File: src/rtl/hps_reset_req_sequencer.sv
// Turns level reset requests (cold/warm/debug) into one-at-a-time active-low HPS
// reset-request pulses, waits for the HPS reset handshake and enforces an idle gap.
module hps_reset_req_sequencer #(
    parameter int COLD_PULSE  = 6,
    parameter int WARM_PULSE  = 2,
    parameter int DEBUG_PULSE = 32,
    parameter int CNT_WIDTH   = 20,
    parameter int ACK_TIMEOUT = 1000000,
    parameter int HOLDOFF     = 1000
) (
    input  logic       clk,
    input  logic       reset,
    input  logic [2:0] req_in,
    input  logic       hps_fpga_reset,
    output logic       cold_req_n,
    output logic       warm_req_n,
    output logic       debug_req_n,
    output logic       busy,
    output logic       ack_timeout,
    output logic [1:0] last_req
);

    typedef enum logic [2:0] {
        ST_IDLE,
        ST_PULSE,
        ST_WAIT_ACK,
        ST_WAIT_REL,
        ST_HOLDOFF
    } state_t;

    localparam logic [1:0] T_NONE  = 2'd0;
    localparam logic [1:0] T_COLD  = 2'd1;
    localparam logic [1:0] T_WARM  = 2'd2;
    localparam logic [1:0] T_DEBUG = 2'd3;

    localparam logic [CNT_WIDTH-1:0] C_COLD  = CNT_WIDTH'(COLD_PULSE);
    localparam logic [CNT_WIDTH-1:0] C_WARM  = CNT_WIDTH'(WARM_PULSE);
    localparam logic [CNT_WIDTH-1:0] C_DEBUG = CNT_WIDTH'(DEBUG_PULSE);
    localparam logic [CNT_WIDTH-1:0] C_ACK   = CNT_WIDTH'(ACK_TIMEOUT);
    localparam logic [CNT_WIDTH-1:0] C_HOLD  = CNT_WIDTH'(HOLDOFF);
    localparam logic [CNT_WIDTH-1:0] C_ONE   = CNT_WIDTH'(1);

    state_t               state, state_nxt;
    logic [CNT_WIDTH-1:0] cnt, cnt_nxt;
    logic [2:0]           pending, pending_nxt, pend_merge;
    logic [2:0]           req_q, req_edge;
    logic [2:0]           req_n_q, req_n_nxt;
    logic                 busy_nxt;
    logic                 ack_timeout_nxt;
    logic [1:0]           last_req_nxt;
    logic [1:0]           sel;

    // Fixed priority: cold > warm > debug
    function automatic logic [1:0] pick_type(input logic [2:0] p);
        if (p[0])      return T_COLD;
        else if (p[1]) return T_WARM;
        else if (p[2]) return T_DEBUG;
        else           return T_NONE;
    endfunction

    function automatic logic [2:0] type_mask(input logic [1:0] t);
        case (t)
            T_COLD:  return 3'b001;
            T_WARM:  return 3'b010;
            T_DEBUG: return 3'b100;
            default: return 3'b000;
        endcase
    endfunction

    function automatic logic [CNT_WIDTH-1:0] pulse_len(input logic [1:0] t);
        case (t)
            T_COLD:  return C_COLD;
            T_WARM:  return C_WARM;
            T_DEBUG: return C_DEBUG;
            default: return C_ONE;
        endcase
    endfunction

    always_comb begin
        req_edge        = req_in & ~req_q;
        pend_merge      = pending | req_edge;
        sel             = pick_type(pend_merge);
        state_nxt       = state;
        cnt_nxt         = cnt;
        pending_nxt     = pend_merge;
        req_n_nxt       = 3'b111;
        ack_timeout_nxt = ack_timeout;
        last_req_nxt    = last_req;

        case (state)
            ST_IDLE: begin
                if (pend_merge != 3'b000) begin
                    last_req_nxt = sel;
                    pending_nxt  = pend_merge & ~type_mask(sel);
                    cnt_nxt      = pulse_len(sel);
                    req_n_nxt    = ~type_mask(sel);
                    state_nxt    = ST_PULSE;
                end
            end
            ST_PULSE: begin
                // Outputs are registered, so the last low cycle is the one where cnt==1
                if (cnt == C_ONE) begin
                    if (last_req == T_DEBUG) begin
                        state_nxt = ST_HOLDOFF;
                        cnt_nxt   = C_HOLD;
                    end else begin
                        state_nxt = ST_WAIT_ACK;
                        cnt_nxt   = C_ACK;
                    end
                end else begin
                    cnt_nxt   = cnt - C_ONE;
                    req_n_nxt = ~type_mask(last_req);
                end
            end
            ST_WAIT_ACK: begin
                if (hps_fpga_reset) begin
                    state_nxt = ST_WAIT_REL;
                    cnt_nxt   = C_ACK;
                end else if (cnt == C_ONE) begin
                    ack_timeout_nxt = 1'b1;
                    state_nxt       = ST_HOLDOFF;
                    cnt_nxt         = C_HOLD;
                end else begin
                    cnt_nxt = cnt - C_ONE;
                end
            end
            ST_WAIT_REL: begin
                if (!hps_fpga_reset) begin
                    state_nxt = ST_HOLDOFF;
                    cnt_nxt   = C_HOLD;
                end else if (cnt == C_ONE) begin
                    ack_timeout_nxt = 1'b1;
                    state_nxt       = ST_HOLDOFF;
                    cnt_nxt         = C_HOLD;
                end else begin
                    cnt_nxt = cnt - C_ONE;
                end
            end
            ST_HOLDOFF: begin
                if (cnt == C_ONE) begin
                    state_nxt = ST_IDLE;
                    // A finished cold reset makes any queued warm/debug request moot
                    if (last_req == T_COLD) pending_nxt = 3'b000;
                end else begin
                    cnt_nxt = cnt - C_ONE;
                end
            end
            default: begin
                state_nxt = ST_IDLE;
            end
        endcase

        busy_nxt = (state_nxt != ST_IDLE);
    end

    always_ff @(posedge clk) begin
        if (reset) begin
            state       <= ST_IDLE;
            cnt         <= '0;
            pending     <= 3'b000;
            req_q       <= 3'b000;
            req_n_q     <= 3'b111;
            busy        <= 1'b0;
            ack_timeout <= 1'b0;
            last_req    <= T_NONE;
        end else begin
            state       <= state_nxt;
            cnt         <= cnt_nxt;
            pending     <= pending_nxt;
            req_q       <= req_in;
            req_n_q     <= req_n_nxt;
            busy        <= busy_nxt;
            ack_timeout <= ack_timeout_nxt;
            last_req    <= last_req_nxt;
        end
    end

    assign cold_req_n  = req_n_q[0];
    assign warm_req_n  = req_n_q[1];
    assign debug_req_n = req_n_q[2];

endmodule

File: config.mk
export PLATFORM = sky130hd
export DESIGN_NAME = hps_reset_req_sequencer
export DESIGN_NICKNAME = d
export VERILOG_FILES = /design/src/rtl/hps_reset_req_sequencer.sv
export SDC_FILE = /design/constraint.sdc
export NUM_CORES = 1
export LEC_CHECK = 0
export CAP_MARGIN = 20
export CELL_PAD_IN_SITES_DETAIL_PLACEMENT = 2
export CELL_PAD_IN_SITES_GLOBAL_PLACEMENT = 2
export CORE_MARGIN = 3
export CORE_UTILIZATION = 40
export CTS_BUF_LIST = sky130_fd_sc_hd__clkbuf_8
export DETAILED_ROUTE_END_ITERATION = 7
export PLACE_DENSITY = 0.95
export SLEW_MARGIN = 0
export SYNTH_ARGS = -nofsm -noshare
export SYNTH_HDL_FRONTEND = slang
export SYNTH_SLANG_ARGS = --single-unit
File: constraint.sdc
create_clock -name clk -period 3.2 [get_ports clk]
set_input_delay 0.48 -clock clk [delete_from_list [all_inputs] [get_ports clk]]
set_output_delay 0.48 -clock clk [all_outputs]
set_load 0.01 [all_outputs]
-- Word-level counts from Yosys, hierarchy flattened
Index checks and enable logic that the tools add are counted.
- multiplexer cells: 37
- bitwise gates (word level): 6
- equal/unequal tests: 15
- reductions and logical operators: 8
- add/subtract/negate cells: 1
- operator list (operator ; number):
    $mux W20 ; 7
    $pmux W20 S5 ; 1
    $mux W3 ; 16
    $eq A20 B1 Y1 const B ; 1
    $sub A20 B1 Y20 const B ; 1
    $pmux W3 S3 ; 2
    $pmux W6 S3 ; 1
    $pmux W3 S5 ; 1
    $pmux W3 S2 ; 2
    $not A3 Y3 ; 3
    $eq A2 B2 Y1 const B ; 4
    $ne A2 B2 Y1 const B ; 4
    $and A3 B3 Y3 ; 2
    $eq A3 B2 Y1 const B ; 2
    $mux W2 ; 3
    $reduce_and A3 Y1 ; 2
    $reduce_bool A3 Y1 ; 2
    $reduce_bool A5 Y1 ; 1
    $eq A2 B1 Y1 const B ; 2
    $eq A3 B1 Y1 const B ; 1
    $eq A3 B3 Y1 const B ; 1
    $logic_not A3 Y1 ; 1
    $mux W1 ; 3
    $or A3 B3 Y3 ; 1
    other kinds (3) ; 3
- register bits: 36
- input port bits: 6
- word-level logic and storage cells: 75
- output and inout bits: 7

-- Longest topological paths before layout
- depth in word-level cells: 14
- mapped depth: 9
- mapped depth without buffers: 8

-- Worst setup path before layout
Ideal clock, no wire load.
- path kind: flip-flop to flip-flop
- start: reg cnt[10]
- end: reg cnt[6]
- buffers on the path: 1
- data required time: 3068 ps
- arrival: 1987 ps
- period minus slack after synthesis: 2119 ps
- path slack: 1081 ps
- setup time: 132 ps
- stages on the path, launching flop included: 8
- path through: dfxtp_1 > or4_4 > nor4_4 > and2_4 > buf_12 > a21oi_4 > a221oi_2 > nor3_1
- cells in the longest elaborated chain, start to end: 4
- elaborated cells between the ends (all ways): 8
- those cells by class: 2 x eq/ne; 5 x mux; 1 x reduce/logical
- ends and longest elaborated chain (what ; line ; RTL):
    from (decl) ; 44 ; logic [CNT_WIDTH-1:0] cnt, cnt_nxt;
    from (signal assigned) ; 168 ; cnt <= cnt_nxt;
    $eq A20 B1 Y1 (*) ; -- ;
    $mux W20 ; 119, 131 ;
    $mux W20 (on tied branches) ; 128, 116 ;
    $pmux W20 S5 ; 90 ; case (state)
Every way passes the cells marked *; elsewhere a longest branch is shown, timed or not.
A chain may end at the register's enable or synchronous reset.

-- Worst setup path after layout
- start: reg cnt[1]
- end: reg cnt[12]
- cells in the longest elaborated chain, start to end: 4
- elaborated cells between the ends (all ways): 10
- those cells by class: 1 x add/sub; 2 x eq/ne; 6 x mux; 1 x reduce/logical
- ends and longest elaborated chain (what ; line):
    $sub A20 B1 Y20 / $eq A20 B1 Y1 (equally long branches) ; --
    $mux W20 ; 119, 131
    $mux W20 (on tied branches) ; 128, 116
    $pmux W20 S5 ; 90
Several ways; a longest one is shown, not always the timed one. The select of a mux whose other input is x is not followed.

==> out/qor.csv <==
stage,metric,value,unit
yosys,main combinational cell family by area after synthesis,simple AND/OR/NAND/NOR gates,
clocking,CTS root buf,clkbuf_8,
floorplanning,Starting Density,43.1,%
floorplanning,Die Span X,81.6,um
worst_setup_path,Critical Path AT,2.93,ns
yosys,complex-gate fraction of the synthesized area,29.8,%
yosys,synth top area cells,"dfxtp_1, a21oi_1, o21ai_0, nor3_1, nand2_1",
yosys,Yosys reg bits,36,
timing,RSZ-0062 raised after global routing,false,
cells_and_area,fin util,49.2,%
clocking,TritonCTS buffer count,5,
worst_setup_path,Critical Path Max Stage Delay,0.54,ns
worst_setup_path,Worst setup EP type,flop,
clocking,hold buffers post-CTS,0,
yosys,mux contribution to synthesized area,0.876,%
pwr,Leakage,0.938,nW
clocking,Worst-path clk slew,0.09,ns
yosys,Syn Nets,296,
yosys,post-synth top area cell,dfxtp_1,
floorplanning,core box area,5300,um2
yosys,Synthesis Warnings,0,
worst_setup_path,largest fanout on the critical path,6,
worst_setup_path,Crit Path Class,flop to flop,
yosys,Syn Area/Cell,7.93,um2
cells_and_area,layout cell share with drive strength beyond 1,12.8,%
yosys,XOR/XNOR Fraction of Synth Area,0.383,%
placement,DP HPWL,6.52,mm
timing,slew margin rel.,46.1,%
worst_setup_path,CP Launch Type,flop,
clocking,clock latency on the worst-skew pair,0.30,ns
floorplanning,die footprint,6650,um2
grt,number of global-route vias before repair,2707,
status,status,"complete, no violations",
clocking,H-tree depth,2,
cells_and_area,layout filler cell count,587,
pwr,Total Power,2.44,mW
floorplanning,row count,26,
route,post-detailed-route count of antenna-violating nets,0,
grt,grt ovf,0,
clocking,CTS Buffer Depth,2,
timing,fin crit period,2.75,ns
route,DR vias,2515,
yosys,Post-synth EDFFs,0,
pwr,pwr/cell area,936,nW/um2
route,drt first-iter violations,146,
timing,Clock Skew,0.0116,ns
worst_setup_path,crit path cell chain,inv_1 > ha_1 > or3b_2 > nor3_1 > nand2_1 > or3_1 > a21oi_1 > o21ai_1,
grt,largest net degree at the start of global routing,23,
pwr,VDD IR max,0.000498,V
timing,final slew viol count,0,
flow_run,MaxCap Viol Count,0,
route,vias per inst,6.71,
route,Detailed Routing Iterations Pass 1,5,
floorplanning,Die Span Y,81.6,um
clocking,post-CTS sizing,0,
placement,port bufs,12,
grt,Global Route Usage Sum,30.9,%
timing,"Hold Vio Cnt, Final",0,
cells_and_area,area delta synth->final,14.2,%
yosys,top-area cell type share of the netlist area,31.5,%
grt,initial antenna violation count,0,
timing,setup TNS,0,ns
yosys,mapped cell area,2280,um2
yosys,Post-Syn Instances,288,
yosys,Main synth FF type,dfxtp_1,
worst_setup_path,crit path max-delay cell type,or3b_2,
min_path,worst min-delay path class,flop to flop,
route,routed len/inst,25.3,um
timing,final worst slack,0.451,ns
floorplanning,IO Count,13,
yosys,Post-Synth Adder-Cell Area,1.10,%
worst_setup_path,CP required,3.38,ns
placement,pre-CTS setup slack,0.435,ns
timing,Final setup violation count,0,
clocking,CTS tree,built,
yosys,"Distinct cells, synth",66,
route,DRC viols,0,
clocking,clock sinks,36,
yosys,simple-gate share of the synthesized area,31.0,%
timing,fmax,364,MHz
yosys,Post-synth ARST share,0,%
cells_and_area,fin nets,312,
yosys,sequential area share after synthesis,31.5,%
clocking,post-CTS setup buffer count,0,
route,Routed WL,9.50,mm
grt,first-pass GRT wire length,15.4,mm
placement,GP Congestion,0.800,
cells_and_area,n_diodes,0,
timing,Worst-Margin Slew,0.808,ns
timing,final period utilization,85.9,%
==> registers in the layout, indices dropped and copies added, names as in the netlist <==
register and cells:
cnt 20, last_req 2, req_n_q 3, busy 1, ack_timeout 1, state 3
pending 3, req_q 3
==> cells by family (layout without fill, tap and decap cells) <==
kind of cell    count (synthesis)  in the layout
mux                             2              2
flops                          36             36
buf+inv                        27             44
simple gates                  120            120
compound gates                100            100
fa+ha+maj                       2              2
xor+xnor                        1              1
==> critical path, delay by kind of cell, from the launching register on <==
kind	cells	cell delay, ns
flip-flops	1	0.33
AO/OA/AOI/OAI	2	0.27
AND/OR/NAND/NOR	4	1.63
adder cells (fa/ha/maj)	1	0.29
buffers and inverters	1	0.11
==> layout make-up <==
class	count	area, um2	area share, %
inverter	14	52.6	2.01
sequential	36	721	27.6
tap	70	87.6	3.36
timing repair buffer	22	195	7.48
multi-input combinational	225	1440	55.3
clock inverter	3	42.5	1.63
clock buffer	5	68.8	2.64
==> path summary, 6_finish.rpt <==
check	start	endpoint	slack, ns	cells past startpoint
worst max-delay path	cnt[1]$_SDFFE_PP0P_	cnt[12]$_SDFFE_PP0P_	0.45	8
worst min-delay path	ack_timeout$_SDFFE_PP0P_	ack_timeout$_SDFFE_PP0P_	0.49	2
worst max register to register	cnt[1]$_SDFFE_PP0P_	cnt[12]$_SDFFE_PP0P_	0.45	8
worst min register to register	ack_timeout$_SDFFE_PP0P_	ack_timeout$_SDFFE_PP0P_	0.49	2
==> cell usage in the layout (no fill, tap or decap), types with 2 or more instances in the layout <==
cell type,netlist,final
nor4_1,6,6
clkdlybuf4s50_1,0,12
a221oi_1,3,3
and3_1,2,2
o22ai_1,4,4
buf_4,1,10
dfxtp_1,36,36
a31oi_1,7,7
nand4_2,2,2
o21ai_1,2,2
ha_1,2,2
nand2_1,21,21
mux2i_1,2,2
nor4_4,2,2
nor2_1,18,18
a2111oi_0,2,2
nor4b_1,4,4
a21o_1,2,2
nand2b_1,7,7
nor2b_1,10,10
or3_1,6,6
a21oi_4,2,2
o21a_1,2,2
a21oi_1,31,31
nand3_1,10,10
nor3_1,16,16
clkbuf_8,0,5
o21ai_0,20,20
a211oi_1,5,5
inv_1,14,14
or2_2,3,3
==> metrics by stage <==
step / hold slack (ns) / area (um2) / cells
final: 0.487 / 2610 / 375
after global routing: 0.531 / 2610 / 375
after CTS: 0.498 / 2610 / 375
after detailed placement: 0.479 / 2500 / 367
after global placement: 0.461 / 2500 / 367
after floorplan: 0.459 / 2280 / 288
==> layer usage <==
layer	track usage, %	wire length, um
met1	37.2	3920
met2	53.5	4700
met3	5.15	480
met4	14.3	394
met5	0	0
==> synthesized netlist by cell type (all sizes together), types with 2 or more instances <==
library cell   n
o22ai          4
nor4b          5
a2111oi        3
o21ai         22
inv           14
o21a           2
a21o           2
nor2b         10
mux2i          2
a221oi         4
nand2         21
buf            4
nand4          3
dfxtp         36
or2            4
nand3         10
and3           2
nor3          16
a21oi         33
nor2          18
and2           2
nor4           9
ha             2
a211oi         6
nand2b         8
clkbuf         9
a31oi          7
or3            6
o31ai          2
==> power by group <==
group	internal, mW	switching (mW)	total, mW	leakage, nW
combinational	0.500	0.827	1.33	0.588
sequential	0.544	0.151	0.696	0.295
clock	0.231	0.188	0.419	0.0541
total	1.28	1.17	2.44	0.938
Note: power is estimated with default switching activity, not from simulation.
